## config.mk

```make
export PLATFORM = sky130hd
export DESIGN_NAME = f2i_pipe
export DESIGN_NICKNAME = d
export VERILOG_FILES = /design/src/rtl/f2i_pipe_pkg.sv /design/src/rtl/f2i_round.sv /design/src/rtl/f2i_pipe.sv
export SDC_FILE = /design/constraint.sdc
export NUM_CORES = 1
export LEC_CHECK = 0
export ABC_AREA = 1
export CAP_MARGIN = 20
export CELL_PAD_IN_SITES_DETAIL_PLACEMENT = 0
export CELL_PAD_IN_SITES_GLOBAL_PLACEMENT = 1
export CORE_ASPECT_RATIO = 1.5
export CORE_MARGIN = 4
export CORE_UTILIZATION = 39
export CTS_CLUSTER_SIZE = 20
export DETAILED_ROUTE_END_ITERATION = 16
export GPL_TIMING_DRIVEN = 0
export PLACE_DENSITY = 0.85
export SLEW_MARGIN = 20
export SYNTH_ARGS = -nofsm -noshare
export SYNTH_HDL_FRONTEND = slang
export SYNTH_SLANG_ARGS = --single-unit
export TNS_END_PERCENT = 20
```

## constraint.sdc

```tcl
create_clock -name clk -period 4.3 [get_ports clk]
set_input_delay 1.29 -clock clk [delete_from_list [all_inputs] [get_ports clk]]
set_output_delay 1.29 -clock clk [all_outputs]
set_load 0.03 [all_outputs]
```

## src/rtl/f2i_pipe_pkg.sv

```systemverilog
// rtl/f2i_pipe_pkg.sv - shared types and helpers for the float-to-integer converter
package f2i_pipe_pkg;

  typedef enum logic [2:0] {
    RNE = 3'd0,
    RTZ = 3'd1,
    RDN = 3'd2,
    RUP = 3'd3,
    RMM = 3'd4
  } rm_t;

  typedef enum logic [2:0] {
    ZERO = 3'd0,
    SUB  = 3'd1,
    NORM = 3'd2,
    INF  = 3'd3,
    NAN  = 3'd4
  } fclass_t;

  function automatic int f2i_bias(input int exp_w);
    return (1 << (exp_w - 1)) - 1;
  endfunction

endpackage

```

## src/rtl/f2i_round.sv

```systemverilog
// rtl/f2i_round.sv - combinational round-increment decision from rounding mode and guard/sticky
module f2i_round
  import f2i_pipe_pkg::*;
(
  input  rm_t  rm,
  input  logic sign,
  input  logic lsb,
  input  logic guard,
  input  logic sticky,
  output logic inc,
  output logic inexact
);

  always_comb begin
    inexact = guard | sticky;
    case (rm)
      RTZ:     inc = 1'b0;
      RDN:     inc = sign & inexact;
      RUP:     inc = ~sign & inexact;
      RMM:     inc = guard;
      default: inc = guard & (sticky | lsb);
    endcase
  end

endmodule

```

## src/rtl/f2i_pipe.sv

```systemverilog
// rtl/f2i_pipe.sv - 3-stage IEEE-754 to integer converter with rounding modes, flags and backpressure
module f2i_pipe
  import f2i_pipe_pkg::*;
#(
  parameter int EXP_W  = 5,
  parameter int FRAC_W = 10,
  parameter int INT_W  = 16
) (
  input  logic                    clk,
  input  logic                    rst_n,
  input  logic                    ce,
  input  logic                    in_valid,
  output logic                    in_ready,
  input  logic                    op,
  input  logic [2:0]              rm,
  input  logic [EXP_W+FRAC_W:0]   i,
  output logic                    out_valid,
  input  logic                    out_ready,
  output logic [INT_W-1:0]        o,
  output logic                    nv,
  output logic                    of,
  output logic                    nx
);

  localparam int ES  = EXP_W + 2;
  localparam int F   = FRAC_W + 2;
  localparam int FXW = INT_W + FRAC_W + 3;
  localparam int MW  = INT_W + 2;
  localparam logic signed [ES-1:0] BIAS = ES'(f2i_bias(EXP_W));
  localparam logic [MW-1:0] LIM_SN = MW'(1) << (INT_W - 1);
  localparam logic [MW-1:0] LIM_SP = LIM_SN - MW'(1);
  localparam logic [MW-1:0] LIM_U  = (MW'(1) << INT_W) - MW'(1);

  typedef struct packed {
    logic           sign;
    logic           op;
    rm_t            rm;
    fclass_t        cls;
    logic           ovf;
    logic [INT_W:0] mag;
    logic           guard;
    logic           sticky;
  } s1_t;

  typedef struct packed {
    logic          sign;
    logic          op;
    fclass_t       cls;
    logic          ovf;
    logic [MW-1:0] mag;
    logic          nx;
  } s2_t;

  s1_t s1_d, s1_q;
  s2_t s2_d, s2_q;
  logic v1, v2, v3, adv;

  assign adv       = ce & (~v3 | out_ready);
  assign in_ready  = adv;
  assign out_valid = v3;

  // S1: classify, unbias, and align into INT_W+1 integer bits with F fraction bits
  logic [EXP_W-1:0]        exp_f;
  logic [FRAC_W-1:0]       frac_f;
  logic signed [ES-1:0]    e_s, sh;
  logic signed [31:0]      e_i;
  logic [FXW-1:0]          fx;
  rm_t                     rm_e;

  assign exp_f  = i[EXP_W+FRAC_W-1:FRAC_W];
  assign frac_f = i[FRAC_W-1:0];
  assign rm_e   = (rm > 3'd4) ? RNE : rm_t'(rm);

  always_comb begin
    s1_d      = '0;
    s1_d.sign = i[EXP_W+FRAC_W];
    s1_d.op   = op;
    s1_d.rm   = rm_e;
    if (exp_f == '0)      s1_d.cls = (frac_f == '0) ? ZERO : SUB;
    else if (&exp_f)      s1_d.cls = (frac_f == '0) ? INF : NAN;
    else                  s1_d.cls = NORM;
    e_s = $signed({2'b00, ((exp_f == '0) ? EXP_W'(1) : exp_f)}) - BIAS;
    sh  = e_s + ES'(2);
    e_i = {{(32-ES){e_s[ES-1]}}, e_s};
    fx  = FXW'({exp_f != '0, frac_f}) << $unsigned(sh);
    s1_d.ovf = (e_i >= INT_W + 1);
    if (e_i < -1) begin
      s1_d.mag    = '0;
      s1_d.guard  = 1'b0;
      s1_d.sticky = |i[EXP_W+FRAC_W-1:0];
    end else begin
      s1_d.mag    = fx[FXW-1:F];
      s1_d.guard  = fx[F-1];
      s1_d.sticky = |fx[F-2:0];
    end
  end

  // S2: round; the extra top bit keeps any carry-out of the increment
  logic inc, inexact;

  f2i_round u_round (
    .rm      (s1_q.rm),
    .sign    (s1_q.sign),
    .lsb     (s1_q.mag[0]),
    .guard   (s1_q.guard),
    .sticky  (s1_q.sticky),
    .inc     (inc),
    .inexact (inexact)
  );

  always_comb begin
    s2_d      = '0;
    s2_d.sign = s1_q.sign;
    s2_d.op   = s1_q.op;
    s2_d.cls  = s1_q.cls;
    s2_d.ovf  = s1_q.ovf;
    s2_d.mag  = {1'b0, s1_q.mag} + MW'(inc);
    s2_d.nx   = inexact;
  end

  // S3: saturate, apply sign, raise flags
  logic             big;
  logic [INT_W-1:0] sat, o_d;
  logic             nv_d, of_d, nx_d;

  always_comb begin
    big  = s2_q.op ? (s2_q.sign ? (s2_q.mag > LIM_SN) : (s2_q.mag > LIM_SP))
                   : (s2_q.sign ? (s2_q.mag != '0)    : (s2_q.mag > LIM_U));
    sat  = s2_q.op ? {s2_q.sign, {(INT_W-1){~s2_q.sign}}} : {INT_W{~s2_q.sign}};
    o_d  = (s2_q.sign & s2_q.op) ? -s2_q.mag[INT_W-1:0] : s2_q.mag[INT_W-1:0];
    nv_d = 1'b0;
    of_d = 1'b0;
    nx_d = s2_q.nx;
    if (s2_q.cls == NAN) begin
      o_d  = s2_q.op ? {1'b0, {(INT_W-1){1'b1}}} : {INT_W{1'b1}};
      nv_d = 1'b1;
      nx_d = 1'b0;
    end else if (s2_q.cls == INF || s2_q.ovf || big) begin
      o_d  = sat;
      nv_d = 1'b1;
      of_d = 1'b1;
      nx_d = 1'b0;
    end
  end

  always_ff @(posedge clk or negedge rst_n) begin
    if (!rst_n) begin
      v1   <= 1'b0;
      v2   <= 1'b0;
      v3   <= 1'b0;
      s1_q <= '0;
      s2_q <= '0;
      o    <= '0;
      nv   <= 1'b0;
      of   <= 1'b0;
      nx   <= 1'b0;
    end else if (adv) begin
      v1   <= in_valid;
      v2   <= v1;
      v3   <= v2;
      s1_q <= s1_d;
      s2_q <= s2_d;
      if (v2) begin
        o  <= o_d;
        nv <= nv_d;
        of <= of_d;
        nx <= nx_d;
      end
    end
  end

endmodule

```

* Yosys cells after proc, flatten, opt, wreduce, memory -nomap -nowiden *
Cells that the tools add are included.

word-level totals
  logic and storage cells = 80
  bits in registers = 75
  bits of input ports = 25
  output and inout port bits = 21

cells by class
  add/subtract/negate cells = 4
  bitwise gates (word level) = 11
  shift-type cells = 1
  order comparisons = 6
  equality and inequality tests = 6
  mux-type cells = 21
  reductions and logical operators = 10

operator list
  kind                                                        count
  two-way mux 16 bit                                          5
  > comparator 18 x 16 -> 1 bit, second input constant        2
  left shift 11 x 7 -> 29 bit                                 1
  two-way mux 19 bit                                          1
  adder 17 x 1 -> 18 bit                                      1
  > comparator 18 x 15 -> 1 bit, second input constant        1
  nonzero test 18 bit                                         1
  negation 16 bit                                             1
  OR reduction 15 bit                                         1
  two-way mux 3 bit                                           4
  OR reduction 11 bit                                         1
  logical NOT 10 bit                                          1
  equality test 3 x 2 -> 1 bit, second input constant         3
  two-way mux 1 bit                                           9
  adder 6 x 3 -> 7 bit, second input constant                 1
  equality test 3 bit, second input constant                  2
  >= comparator 6 bit, second input constant                  1
  less-than comparator 6 x 1 -> 1 bit, second input constant  1
  subtractor 5 x 4 -> 6 bit, second input constant            1
  bitwise AND 1 bit                                           5
  logical NOT 5 bit                                           1
  two-way mux 5 bit                                           1
  AND reduction 5 bit                                         1
  nonzero test 5 bit                                          1
  7 further kinds                                             12

* Logic depth before layout (Yosys ltp) *
Gate-level depths: netlist of run 1.

  depth in word-level cells = 7
  mapped depth = 21
  gate-level depth less buffers = 19

* Hierarchy *
A second synthesis of run 1 with hierarchy kept.

unflattened totals
  cells, all modules = 633
  area, all modules = 4783.3 sq um

modules (own cells, without submodules)
  module     area each (sq um)  instances  cells each  seq. area each (sq um)
  f2i_pipe   4717.0             1          618         1876.8
  f2i_round  66.3               1          15          0.0

* Worst setup path before layout of run 1 *
OpenSTA, ideal clock, no wires.

  kind = input to register
  start = input i[13]
  end = register s1_q[0] (netlist name)
  cell stages on the path = 19
  setup time = 0.121 ns
  arrival time = 3.528 ns
  slack = 0.651 ns
  required time = 4.179 ns
  buffers on the path = 3
  cell sequence = inv_1 -> nand4_1 -> nand2_2 -> buf_6 -> ha_1 -> nand2_2 -> inv_1 -> nor2_2 -> ha_1 -> clkbuf_1 -> inv_1 -> clkbuf_1 -> nand2_1 -> nand3_1 -> nand2_1 -> nor2_1 -> nand3_1 -> nand2_1 -> nand2_1

between the ends
  cells in the longest elaborated chain, start to end = 7
  elaborated cells on any way between the ends = 10
  those cells by class = add/sub (2); order compare (1); shift (1); mux (2); reduce/logical (4)

RTL lines
  element                      RTL line         RTL
  start: declaration           f2i_pipe.sv:16   input logic [EXP_W+FRAC_W:0] i,
  logical NOT 5 bit            f2i_pipe.sv:82   e_s = $signed({2'b00, ((exp_f == '0) ? EXP_W'(1) : exp_f)}) - BIAS;
  two-way mux 5 bit            f2i_pipe.sv:82
  subtractor 5 x 4 -> 6 bit    f2i_pipe.sv:82
  adder 6 x 3 -> 7 bit         f2i_pipe.sv:83   sh = e_s + ES'(2);
  left shift 11 x 7 -> 29 bit  f2i_pipe.sv:85   fx = FXW'({exp_f != '0, frac_f}) << $unsigned(sh);
  OR reduction 11 bit          f2i_pipe.sv:94   s1_d.sticky = |fx[F-2:0];
  two-way mux 19 bit *         f2i_pipe.sv:87   if (e_i < -1) begin
  end signal: assignment       f2i_pipe.sv:151  s1_q <= '0;
  end signal: assignment       f2i_pipe.sv:161  s1_q <= s1_d;
  end: declaration             f2i_pipe.sv:54   s1_t s1_d, s1_q;

Mark *: on every way between the ends. The rest lies on a longest branch, timed or not.
A chain may end at the register's enable or synchronous reset.

* Final worst setup path of run 1 *
  start = input out_ready
  end = output in_ready

between the ends
  cells in the longest elaborated chain, start to end = 2

RTL lines
  element             RTL line        RTL
  start: declaration  f2i_pipe.sv:18  input logic out_ready,
  OR 1 bit            f2i_pipe.sv:58  assign adv = ce & (~v3 | out_ready);
  bitwise AND 1 bit   f2i_pipe.sv:58
  end: declaration    f2i_pipe.sv:13  output logic in_ready,

Every way passes these cells.

==> results of run 1 <==
[state kept, by name, summed over array words and instances (netlist names)]
name	cells
nv	1
nx	1
o	16
of	1
out_valid	1
s1_q	28
s2_q	25
v1	1
v2	1
[power groups by stage]
| stage | Clock [mW] | Sequential [mW] | Combinational [mW] |
|---|---|---|---|
| 2_1_floorplan | 0 | 1.16 | 0.581 |
| 3_3_place_gp | 0 | 0.984 | 1.16 |
| 3_5_place_dp | 0 | 0.987 | 1.17 |
| 4_1_cts | 0.705 | 0.978 | 1.18 |
| 5_1_grt | 0.737 | 1.00 | 1.29 |
| 6_report | 0.689 | 0.977 | 1.18 |
[synth_stat cells, types with 2 or more instances]
| cell | number |
|---|---|
| nand2_1 | 156 |
| dfrtp_1 | 75 |
| nand3_1 | 64 |
| inv_1 | 59 |
| o21ai_0 | 57 |
| nor2_1 | 29 |
| a21oi_1 | 18 |
| nand4_1 | 16 |
| a2bb2oi_1 | 15 |
| clkbuf_1 | 13 |
| inv_2 | 9 |
| o21ai_1 | 9 |
| ha_1 | 8 |
| o22ai_1 | 8 |
| xor2_1 | 7 |
| nor3_1 | 6 |
| nor2_2 | 5 |
| o31ai_1 | 5 |
| nand2_2 | 4 |
| nor4_1 | 4 |
| buf_1 | 3 |
| buf_2 | 3 |
| buf_6 | 3 |
| a31oi_1 | 2 |
| buf_4 | 2 |
| nand3_2 | 2 |
| nor2_4 | 2 |
| nor3_4 | 2 |
| o211ai_1 | 2 |
| o221ai_1 | 2 |
| or2_0 | 2 |
| xnor2_1 | 2 |
[layout by cell type, fill, tap and decap left out, types with 8 or more instances in the layout]
cell and count:
a21oi_1 18, dfrtp_1 75, ha_1 8, o22ai_1 8, clkbuf_1 13, a2bb2oi_1 15
nand2_1 156, clkdlybuf4s50_1 40, nand4_1 16, nor2_1 29, o21ai_1 9, clkbuf_16 9
inv_2 10, o21ai_0 56, inv_1 58, nand3_1 64
[worst max-delay path, delay by kind of cell]
family                 cells  cell delay [ns]
buffers and inverters      5             1.35
AOI/OAI and AO/OA          1             0.12
[repair_timing]
action,4_1_cts,5_1_grt
pin swaps,0,1
endpoints found under the setup margin,9,20
gates resized for setup,6,11
setup buffers,0,3
[final cells by class]
class                           count  area (um2)
Multi-Input combinational cell    446        2390
Fill cell                        1122        5960
Tap cell                          150         188
Inverter                           69         259
Sequential cell                    75        1880
Timing Repair Buffer               49         500
Clock inverter                      2        10.0
Buffer                             24         134
Clock buffer                       14         264
[stage by stage]
stage	hold slack, ns	cell area, um2	utilization [%]
3_5_place_dp	0.464	5310	45.8
2_1_floorplan	0.442	4650	-
6_report	0.474	5630	48.5
3_3_place_gp	0.454	5290	45.6
5_1_grt	0.517	5630	48.5
4_1_cts	0.482	5590	48.3
[cell families after synthesis]
logic type | Yosys count
adder cells (fa/ha/maj) | 8
buffers and inverters | 93
AND/OR/NAND/NOR | 298
XOR/XNOR | 11
flip-flops | 75
AO/OA/AOI/OAI | 129
[layer usage]
layer | global-route usage, % | up-vias
met2 | 37.0 | 92
li1 | - | 2203
met4 | 9.62 | 0
met5 | 0 | -
met3 | 2.95 | 24
met1 | 19.3 | 1991
[how the worst min path moves through the flow]
stage                              start                    to  slack (ns)  cells after the start
finish                    nx$_DFFE_PN0P_        nx$_DFFE_PN0P_        0.47                      2
global placement    s1_q[22]$_DFFE_PN0P_  s2_q[22]$_DFFE_PN0P_        0.45                      2
floorplan           s1_q[22]$_DFFE_PN0P_  s2_q[22]$_DFFE_PN0P_        0.44                      2
CTS                       nx$_DFFE_PN0P_        nx$_DFFE_PN0P_        0.48                      2
global route              nx$_DFFE_PN0P_        nx$_DFFE_PN0P_        0.52                      2
detailed placement  s1_q[22]$_DFFE_PN0P_  s2_q[22]$_DFFE_PN0P_        0.46                      2
==> flow_summary.yaml, run 1 <==
run_status:
  status: "finished, final reports clean"
cts:
  tritoncts: "done"
  path_clk_slew_ns: 0.06
  cts_root_buf: "clkbuf_16"
  cts_buffer_depth: 2
  cts_num_sinks: 75
  ctsHoldBuffers: 0
  cts_buffers: 9
  worstSkewPairLatency_ns: 0.33
  htree_levels: 3
pwr:
  power.density_nw_per_um2: 505
  clkPwrFrac_pct: 24.3
  p_leak_nw: 2.61
  swShare_pct: 38.6
  seqPwrFrac_pct: 34.4
  p_sw_mw: 1.10
  total_power_mw: 2.84
  irDropWorstVdd_uv: 222
  combPwrFrac_pct: 41.4
  p_int_mw: 1.74
route:
  top_layer: "met4"
  drc_errors: 0
  ant_nets: 0
  via_per_inst: 5.20
  wl_met1_mm: 4.74
  met2_length_mm: 6.87
  wl_met3_um: 385
  first_pass_iters: 5
  drt-total-wl_mm: 12.5
  vias: 4310
  drtIter0Drc: 188
  routedWlPerCell_um: 15.0
synth:
  yosys.area_share.simple_pct: 29.4
  synthAdderAreaFrac_pct: 2.15
  yosysTopAreaCell: "dfrtp_1"
  syn_nets: 647
  ys_top_cells_by_area: "dfrtp_1 (40%), nand2_1 (13%), nand3_1 (6.9%)"
  synth_edf_count: 0
  syn_area_um2: 4650
  ys_ff_latch: 75
  synth_top_family_by_area: "simple AND/OR/NAND/NOR gates"
  async_flop_share_pct: 100
  ys_seq_area_share_pct: 40.4
  ys_types: 52
  synthMuxAreaShare_pct: 0
  yosysTopAreaCellShare_pct: 40.4
  synth_xor_area_share_pct: 2.64
  synth_warnings: 0
  avgSynthCellArea_um2: 7.57
  synth-compound-area-share_pct: 17.2
  synth_cells: 614
  synthFlopType: "dfrtp_1"
sta:
  min_period_ns: 4.07
  rsz0062_at_grt: "no"
  skew_ns: 0.00693
  fin_tns_setup_ns: 0
  maxSlewHeadroom_pct: 55.6
  setup_slack_ns: 0.228
  max_freq_ghz: 0.246
  timing.final.max_slew_violations: 0
  tightest_slew_ns: 0.660
  hold_viol: 0
  setup_viol: 0
  post-route-period-util_pct: 94.7
die:
  dieWidth_um: 97.2
  die_area_um2: 13800
  core.rowCount: 48
  io_pins: 46
  initial_core_util_pct: 40.1
  coreArea_um2: 11600
  fp.dieH_um: 142
setup_path:
  crit_type: "input pin to output port"
  path_max_fanout: 10
  critical_path.startpoint: "out_ready"
  end_kind: "output port"
  path_cells: "clkdlybuf4s50_1 > o21ai_2 > inv_1 > buf_2 > buf_2 > clkbuf_2"
  crit_path_top_delay_cell: "clkdlybuf4s50_1"
  worstPathArrival_ns: 2.78
  reg2reg_from: "s1_q[0]$_DFFE_PN0P_"
  crit_top_cell: "buf_2"
  timing.rr.end: "s2_q[16]$_DFFE_PN0P_"
  crit_end: "in_ready"
  critPathMaxStageDelay_ns: 0.47
  worstPathRequired_ns: 3.01
  worstRegToRegCells: 16
  r2r_slack_ns: 1.51
  critPathLaunchType: "input pin"
global_routing:
  grt_max_degree: 52
  overflow: 0
  grt_use_total_pct: 19.0
  grt_pass1_wl_mm: 21.1
  first_global_vias: 4447
  antenna_found_initial: 0
place:
  io_buffers: 45
  dp_cells: 810
  pre_cts_slack_ns: -0.606
  dp_hpwl_mm: 9.81
  gp_congestion: 0.931
run:
  max_cap_violations: 0
min_path:
  holdCritPathClass: "flip-flop to flip-flop"
final_layout:
  n_antenna_cell: 0
  fin_cells: 829
  syn_to_final_growth_pct: 21.0
  final_nets: 707
  drive_above_1_share_pct: 10.2
Note: power is estimated with default switching activity, not from simulation.
==> run 2, diff against run 1 <==
--- a/config.mk
+++ b/config.mk
@@ -16,7 +16,7 @@
 export DETAILED_ROUTE_END_ITERATION = 16
 export GPL_TIMING_DRIVEN = 0
 export PLACE_DENSITY = 0.85
-export SLEW_MARGIN = 20
+export SLEW_MARGIN = 10
 export SYNTH_ARGS = -nofsm -noshare
 export SYNTH_HDL_FRONTEND = slang
 export SYNTH_SLANG_ARGS = --single-unit
==> results of run 2 <==
Same layout as run 1: the final DEF is identical, and so are final timing and power.
